### config.mk
export PLATFORM = sky130hd
export DESIGN_NAME = cache_line_filler
export DESIGN_NICKNAME = d
export VERILOG_FILES = /design/src/rtl/cache_pkg.sv /design/src/rtl/line_beat_assembler.sv /design/src/rtl/cache_line_filler.sv
export SDC_FILE = /design/constraint.sdc
export NUM_CORES = 1
export LEC_CHECK = 0
export ABC_AREA = 1
export BUFFER_PORTS_ARGS = -buffer_cell sky130_fd_sc_hd__buf_4
export CAP_MARGIN = 25
export CORE_ASPECT_RATIO = 0.6
export CORE_UTILIZATION = 54
export DETAILED_ROUTE_END_ITERATION = 6
export PLACE_DENSITY_LB_ADDON = 0.1
export SYNTH_ARGS = -nofsm -noshare
export SYNTH_HDL_FRONTEND = slang
export SYNTH_SLANG_ARGS = --single-unit
### constraint.sdc
create_clock -name clk -period 2.67 [get_ports clk]
set_input_delay 0 -clock clk [delete_from_list [all_inputs] [get_ports clk]]
set_output_delay 0 -clock clk [all_outputs]
set_load 0.02 [all_outputs]
### src/rtl/cache_pkg.sv
// Constants, FSM state type and address helper shared by the 4-word-line cache
// and its miss-handling filler.
package cache_pkg;

    localparam int LINE_WORDS           = 4;
    localparam int WORD_OFFSET_BITWIDTH = 2;
    localparam int BYTE_OFFSET_BITWIDTH = 2;
    localparam int WORD_BITWIDTH        = 32;
    localparam int LINE_BITWIDTH        = LINE_WORDS * WORD_BITWIDTH;
    localparam int ADDR_BITWIDTH        = 32;

    typedef enum logic [2:0] {
        ST_IDLE,
        ST_WB,
        ST_RD_CMD,
        ST_RD_DATA,
        ST_DONE
    } filler_state_t;

    // Base byte address of the line holding addr (word and byte offsets cleared).
    function automatic logic [ADDR_BITWIDTH-1:0] line_base(input logic [ADDR_BITWIDTH-1:0] addr);
        logic [ADDR_BITWIDTH-1:0] mask;
        mask = '1;
        mask[WORD_OFFSET_BITWIDTH+BYTE_OFFSET_BITWIDTH-1:0] = '0;
        return addr & mask;
    endfunction

endpackage

### src/rtl/line_beat_assembler.sv
// One cache line plus a beat counter; serves either as a word-by-word source
// (writeback) or as a word-by-word sink (fill).
module line_beat_assembler
    import cache_pkg::*;
(
    input  logic                            clk,
    input  logic                            rst_n,
    input  logic                            load,
    input  logic [LINE_BITWIDTH-1:0]        load_line,
    input  logic                            clr,
    input  logic                            step,
    input  logic                            wr_en,
    input  logic [WORD_BITWIDTH-1:0]        wr_word,
    input  logic [WORD_OFFSET_BITWIDTH-1:0] sel_ix,
    output logic [WORD_BITWIDTH-1:0]        sel_word,
    output logic [WORD_OFFSET_BITWIDTH-1:0] beat,
    output logic [LINE_BITWIDTH-1:0]        line
);

    always_ff @(posedge clk or negedge rst_n) begin
        if (!rst_n) begin
            beat <= '0;
            line <= '0;
        end else if (load) begin
            beat <= '0;
            line <= load_line;
        end else if (clr) begin
            beat <= '0;
        end else begin
            if (wr_en)
                line[beat*WORD_BITWIDTH +: WORD_BITWIDTH] <= wr_word;
            if (step)
                beat <= beat + 1'b1;
        end
    end

    assign sel_word = line[sel_ix*WORD_BITWIDTH +: WORD_BITWIDTH];

endmodule

### src/rtl/cache_line_filler.sv
// Cache miss handler: optional dirty-line writeback, then a 4-beat line fetch
// from the burst RAM controller, delivered to the cache as a one-cycle pulse.
module cache_line_filler
    import cache_pkg::*;
#(
    parameter int ADDRESS_BITWIDTH = 32,
    parameter int LINE_IX_BITWIDTH = 10
) (
    input  logic                        clk,
    input  logic                        rst_n,
    input  logic                        req_fill,
    input  logic [ADDRESS_BITWIDTH-1:0] req_address,
    input  logic                        req_writeback,
    input  logic [ADDRESS_BITWIDTH-1:0] wb_address,
    input  logic [LINE_BITWIDTH-1:0]    wb_line,
    output logic                        busy,
    output logic [LINE_BITWIDTH-1:0]    fill_line,
    output logic                        fill_valid,
    output logic                        ram_cmd_en,
    output logic                        ram_cmd,
    output logic [ADDRESS_BITWIDTH-1:0] ram_addr,
    output logic [WORD_BITWIDTH-1:0]    ram_wr_data,
    input  logic                        ram_busy,
    input  logic [WORD_BITWIDTH-1:0]    ram_rd_data,
    input  logic                        ram_rd_valid
);

    if (ADDRESS_BITWIDTH < BYTE_OFFSET_BITWIDTH + WORD_OFFSET_BITWIDTH + LINE_IX_BITWIDTH) begin : g_width_check
        $error("address too narrow to hold offsets and line index");
    end

    filler_state_t state, state_nxt;
    logic [ADDRESS_BITWIDTH-1:0]     fill_addr;
    logic [WORD_OFFSET_BITWIDTH-1:0] wb_beat, fill_beat;
    logic [WORD_BITWIDTH-1:0]        wb_next_word, fill_word_unused;
    logic [LINE_BITWIDTH-1:0]        wb_line_unused;
    logic accept, wb_take, rd_take, rd_store;

    assign accept   = (state == ST_IDLE) && req_fill;
    assign wb_take  = (state == ST_WB) && !ram_busy;
    assign rd_take  = (state == ST_RD_CMD) && !ram_busy;
    assign rd_store = (state == ST_RD_DATA) && ram_rd_valid;

    always_ff @(posedge clk or negedge rst_n) begin
        if (!rst_n) state <= ST_IDLE;
        else        state <= state_nxt;
    end

    always_comb begin
        state_nxt = state;
        case (state)
            ST_IDLE:    if (req_fill) state_nxt = req_writeback ? ST_WB : ST_RD_CMD;
            ST_WB:      if (wb_take && wb_beat == 2'd3) state_nxt = ST_RD_CMD;
            ST_RD_CMD:  if (rd_take) state_nxt = ST_RD_DATA;
            ST_RD_DATA: if (rd_store && fill_beat == 2'd3) state_nxt = ST_DONE;
            ST_DONE:    state_nxt = ST_IDLE;
            default:    state_nxt = ST_IDLE;
        endcase
    end

    // Bus outputs are computed from the next state so they appear registered
    // in the same cycle the FSM enters the corresponding state.
    always_ff @(posedge clk or negedge rst_n) begin
        if (!rst_n) begin
            busy        <= 1'b0;
            fill_valid  <= 1'b0;
            ram_cmd_en  <= 1'b0;
            ram_cmd     <= 1'b0;
            ram_addr    <= '0;
            ram_wr_data <= '0;
            fill_addr   <= '0;
        end else begin
            busy       <= state_nxt != ST_IDLE;
            fill_valid <= state_nxt == ST_DONE;
            ram_cmd_en <= (state_nxt == ST_WB) || (state_nxt == ST_RD_CMD);
            ram_cmd    <= state_nxt == ST_WB;
            if (accept) begin
                fill_addr <= line_base(req_address);
                ram_addr  <= req_writeback ? line_base(wb_address) : line_base(req_address);
                if (req_writeback)
                    ram_wr_data <= wb_line[WORD_BITWIDTH-1:0];
            end else if (wb_take) begin
                if (wb_beat == 2'd3) ram_addr    <= fill_addr;
                else                 ram_wr_data <= wb_next_word;
            end
        end
    end

    // Writeback source: preload the victim line, look one word ahead of the
    // beat on the bus so the next beat is ready when the current one is taken.
    line_beat_assembler u_wb_asm (
        .clk       (clk),
        .rst_n     (rst_n),
        .load      (accept && req_writeback),
        .load_line (wb_line),
        .clr       (1'b0),
        .step      (wb_take),
        .wr_en     (1'b0),
        .wr_word   ('0),
        .sel_ix    (wb_beat + 2'd1),
        .sel_word  (wb_next_word),
        .beat      (wb_beat),
        .line      (wb_line_unused)
    );

    line_beat_assembler u_fill_asm (
        .clk       (clk),
        .rst_n     (rst_n),
        .load      (1'b0),
        .load_line ('0),
        .clr       (rd_take),
        .step      (rd_store),
        .wr_en     (rd_store),
        .wr_word   (ram_rd_data),
        .sel_ix    (2'd0),
        .sel_word  (fill_word_unused),
        .beat      (fill_beat),
        .line      (fill_line)
    );

endmodule

### Yosys cells after proc, flatten, opt, wreduce, memory -nomap -nowiden

Cells that the tools add are included.
Widths: inputs -> output; s select.

* input bits: 230
* bits in registers: 359
* logic and storage cells: 66

* bitwise logic cells: 1
* shifts and indexed selects: 3
* $add $sub $neg: 3
* mux-type cells: 19
* reductions and logical operators: 18
* equal/unequal tests: 10

Operators with widths (count)
* $mux 32: 8
* $bwmux 128: 1
* $shift 32x34->128 const A: 1
* $shiftx 128x8->32: 1
* $shiftx 32x34->128: 1
* $neg 7->34: 1
* $mux 3: 4
* $pmux 3 s4: 1
* $mux 2: 5
* $eq 3x2->1 const B: 3
* $reduce_bool 2->1: 4
* $logic_and 1x1->1: 7
* $eq 3x1->1 const B: 2
* $add 2x1->2 const B: 2
* $eq 2x2->1 const B: 2
* $ne 2x2->1 const B: 2
* $reduce_and 2->1: 2
* $eq 3x3->1 const B: 1
* $logic_not 3->1: 1
* $reduce_and 3->1: 1
* $reduce_bool 3->1: 1
* $logic_not 1->1: 1
* $logic_or 1x1->1: 1
* $not 1->1: 1

### Logic depth before layout (Yosys ltp)

* depth after elaboration: 7
* gate-level depth with buffers: 10
* gate-level depth less buffers: 8

### By module

A second synthesis with hierarchy kept.

* cell total of the unflattened synthesis: 3105
* area, all modules: 20791.2 sq um

By module, submodules not included
* line_beat_assembler (u_fill_asm): area an instance 8274.2 sq um, times used 1, sequential area each 3253.1 sq um, cells an instance 1281
* line_beat_assembler (u_wb_asm): area an instance 7831.3 sq um, times used 1, sequential area each 3253.1 sq um, cells an instance 1169
* cache_line_filler: area an instance 4685.7 sq um, times used 1, sequential area each 2377.3 sq um, cells an instance 655

### Worst setup path after synthesis

No wires, ideal clock.

* path kind: flip-flop to flip-flop
* start point: register u_fill_asm.beat[0]
* end point: register u_fill_asm.line[12]
* data required time: 2.597 ns
* arrival: 2.116 ns
* setup slack: 0.481 ns
* stages on the path, launching flop included: 9
* clock period less this slack: 2.189 ns
* cells stage by stage: dfrtp_1 -> buf_2 -> clkbuf_1 -> inv_1 -> ha_1 -> nor3_2 -> dlygate4sd1_1 -> nand2_1 -> a21oi_2

* longest elaborated chain between the ends: 3
* elaborated cells on any way between the ends: 4
* classes of those cells: add/sub (1); shift (2); mux (1)

RTL lines
* start, declared: line line_beat_assembler.sv:16 `output logic [WORD_OFFSET_BITWIDTH-1:0] beat,`
* start signal, assigned: line line_beat_assembler.sv:33 `beat <= beat + 1'b1;`
* $neg 7->34 (*): line line_beat_assembler.sv:31 `line[beat*WORD_BITWIDTH +: WORD_BITWIDTH] <= wr_word;`
* $shiftx 32x34->128 or $shift 32x34->128 (tied branches): line line_beat_assembler.sv:31
* $bwmux 128 (*): line line_beat_assembler.sv:31
* end signal, assigned: line line_beat_assembler.sv:26 `line <= load_line;`
* end signal, assigned by index: line line_beat_assembler.sv:31
* end, declared: line line_beat_assembler.sv:17 `output logic [LINE_BITWIDTH-1:0] line`

Mark *: on every way between the ends. The rest lies on a longest branch, timed or not.
A chain may end at the register's enable or synchronous reset.

### Worst setup path in the final report

* start point: register u_wb_asm.beat[0]
* end point: register ram_addr[5]

* longest elaborated chain between the ends: 3

RTL lines
* start, declared: line line_beat_assembler.sv:16
* start signal, assigned: line line_beat_assembler.sv:33
* $eq 2x2->1: line cache_line_filler.sv:83 `if (wb_beat == 2'd3) ram_addr <= fill_addr;`
* $reduce_bool 2->1 (no source line)
* $reduce_and 2->1 (no source line)
* end signal, assigned: line cache_line_filler.sv:79 `ram_addr <= req_writeback ? line_base(wb_address) : line_base(req_address);`
* end signal, assigned: line cache_line_filler.sv:83
* end, declared: line cache_line_filler.sv:21 `output logic [ADDRESS_BITWIDTH-1:0] ram_addr,`

Every way passes these cells.

==> impl_metrics.tcl <==
set metrics [dict create \
    worst_pin_slew_ps 810 \
    synth_xor_area_share_pct 0.0526 \
    max_clock_freq_mhz 504 \
    antenna_found_initial 5 \
    cp_num_cells 6 \
    clock-sinks 355 \
    cap_violations 0 \
    drv_slew 0 \
    synth_warnings 0 \
    cp.required_ps 3080 \
    yosys.area_share.adder_pct 0.451 \
    clk_pin_slew_worst_paths_ps 70 \
    die_w_um 229 \
    synth_top_family_by_area "simple AND/OR/NAND/NOR gates" \
    setup_viol 0 \
    cts_buffers 36 \
    wl_per_cell_um 17.7 \
    clk_latency_ps 520 \
    start_util_pct 55.3 \
    hold_slack_ps 9.28 \
    area.growth.synth_to_final_pct 40.0 \
    wirelength_mm 54.7 \
    netlist_area_um2 16600 \
    synth_compound_area_share_pct 7.68 \
    grt_max_degree 193 \
    cpPeakStageDelay_ps 450 \
    finalNetCount 2878 \
    rr_startpoint "u_wb_asm.beat[0]" \
    rr_worst_depth 6 \
    min_period_over_period_pct 74.3 \
    skew_ps 18.6 \
    netlist_instances 2059 \
    holdCritPathClass "in -> async" \
    synth_top_area_cell "dfrtp_1" \
    critPathTopFamily "simple AND/OR/NAND/NOR gates" \
    status "complete, but fails checks" \
    p_leak_nw 12.3 \
    core-area_um2 30100 \
    synth_mux_area_share_pct 0 \
    die_area_um2 31500 \
    ios 426 \
    cp.arrival_ps 2390 \
    dr.pass1.iters 7 \
    drc 1 \
    drt-vias-per-instance 5.29 \
    cp_num_buf_inv 1 \
    cts_resized 0 \
    cpMostUsedCell "nand2_1" \
    synth.distinct_cells 32 \
    vias 16300 \
    drive_above_1_share_pct 22.9 \
    peakVddDrop_uv 959 \
    crit_chain "ha_1, nand4_1, buf_4, nand2_2, nand2_1, nand2_1" \
    avgSynthCellArea_um2 8.08 \
    h-tree-depth 2 \
    violations "DRC" \
    utilization_pct 77.4 \
    cts_tree "yes" \
    tns_ps 0 \
    cp-start-kind "flop" \
    hold_violations 0 \
    critical_path.max_fanout 29 \
    rrSetupSlack_ps 690 \
    place_congestion 0.875 \
    synthSimpleGateAreaFrac_pct 30.7 \
    rsz0062_at_grt "no" \
    synth-seq-cells 355 \
    grt_pass1_vias 15900 \
    cts_buffer_depth 3 \
    grt-ovfl-total 0 \
    synth_area_leaders "dfrtp_1, nand2_1, nand3_1" \
    critPathSlowestCell "nand2_2" \
    grt_pass1_wl_mm 85.6 \
    place_hpwl_mm 32.8 \
    die_y_um 138 \
    relSlewSlack_pct 46.0 \
    cts-root-buf "clkbuf_16" \
    ant_nets 0 \
    r2r-end "ram_addr[5]" \
    rows 49 \
    yosys.area.top_type_share_pct 53.4 \
    crit_path_end_kind "flop" \
    grt_usage_pct 34.3 \
    yosysSeqAreaShare_pct 53.4 \
    drt_iter0_drc 1645 \
    min_period_ps 1980 \
    io_buffers 413 \
    crit_type "reg -> reg" \
    power_density_nw_per_um2 1140 \
]
-- power by group --
part           leakage [nW]  internal (mW)  switching [mW]
sequential             4.47           7.79            1.39
combinational          7.27           4.58            7.64
clock                 0.594           3.00            2.18
total                  12.3           15.4            11.2
-- flip-flops by register name (all words and copies together), names as in the netlist, 2 cells and up --
| signal | flops |
|---|---|
| u_fill_asm.line | 128 |
| fill_addr | 28 |
| ram_wr_data | 32 |
| u_wb_asm.line | 128 |
| state | 3 |
| ram_addr | 28 |
| u_fill_asm.beat | 2 |
| u_wb_asm.beat | 2 |
-- worst reg2reg max path, cell delays in order (launching register included) --
cell	delay (ps)
dfrtp_2	430
ha_1	220
nand4_1	120
buf_4	350
nand2_2	450
nand2_1	220
nand2_1	80
-- per-stage QoR --
step                      worst slack [ps]  area [um2]  std cells  total power, mW
after floorplan                        481       16600       2062             16.5
after global placement                 744       19900       2790             20.5
after CTS                              699       23300       3077             26.4
after global routing                   504       23300       3082             28.2
final                                  687       23300       3084             26.6
after detailed placement               720       19900       2790             20.8
-- synth_stat cells (all sizes together) --
library cell  instances
a21oi                96
a31oi                 1
buf                  74
clkbuf               49
conb                  1
dfrtp               355
dlygate4sd1           5
dlymetal6s2s          3
ha                    6
inv                 115
nand2               953
nand3               191
nand4                 4
nor2                109
nor3                  2
o211ai                1
o21ai                92
o21bai                1
xor2                  1
-- timing repair --
item,4_1_cts,5_1_grt
hold buffers,222,0
hold endpoints to repair,689,0
setup buffers,0,0
-- layout by cell type (no fill, tap or decap), types with 3 or more instances in the layout --
cell type / netlist / final
nand2_1: 949 / 949
buf_4: 12 / 440
dfrtp_1: 355 / 354
dlygate4sd3_1: 0 / 222
nand3_1: 191 / 191
inv_1: 111 / 111
nor2_1: 102 / 100
o21ai_0: 92 / 92
a21oi_2: 84 / 84
clkbuf_16: 0 / 37
a21oi_1: 12 / 12
clkbuf_8: 9 / 12
buf_12: 0 / 10
clkbuf_1: 40 / 9
diode_2: 0 / 7
ha_1: 6 / 6
inv_2: 4 / 4
nor2_8: 4 / 4
conb_1: 1 / 4
nor2_2: 1 / 3
nand4_1: 3 / 3
clkinv_2: 0 / 3
-- cell type report --
type / count / area (um2)
Tap cell: 408 / 510
Timing Repair Buffer: 673 / 5740
Fill cell: 2035 / 6810
Antenna cell: 7 / 17.5
Clock buffer: 58 / 1120
Clock inverter: 7 / 73.8
Sequential cell: 355 / 8880
Multi-Input combinational cell: 1461 / 6510
Inverter: 115 / 432
-- how the worst max path moves through the flow --
stage                  startpoint             endpoint  slack, ps
2_1_floorplan  u_fill_asm.beat[0]  u_fill_asm.line[12]        480
3_3_place_gp     u_wb_asm.beat[0]         ram_addr[29]        740
3_5_place_dp     u_wb_asm.beat[0]          ram_addr[9]        720
4_1_cts                  state[1]         ram_addr[27]        700
5_1_grt                  state[1]         ram_addr[27]        500
6_report         u_wb_asm.beat[0]          ram_addr[5]        690
-- layer usage --
metal	part of all wire (%)	vias to the layer above	GRT usage, %
met5	0	-	0
met2	46	875	53.5
met1	41	7661	46.1
met4	4.2	0	15.1
li1	-	7583	-
met3	9.3	184	8.45
-- cell families (layout without fill, tap and decap cells) --
kind of cell / after synthesis / count (layout)
AOI/OAI and AO/OA: 191 / 191
xor gates and xnor gates: 1 / 1
adders and majority gates: 6 / 6
buffers and inverters: 246 / 853
DFF: 355 / 355
other: 1 / 11
and+or+nand+nor: 1259 / 1259
No activity file was read; power rests on OpenSTA's default activity.
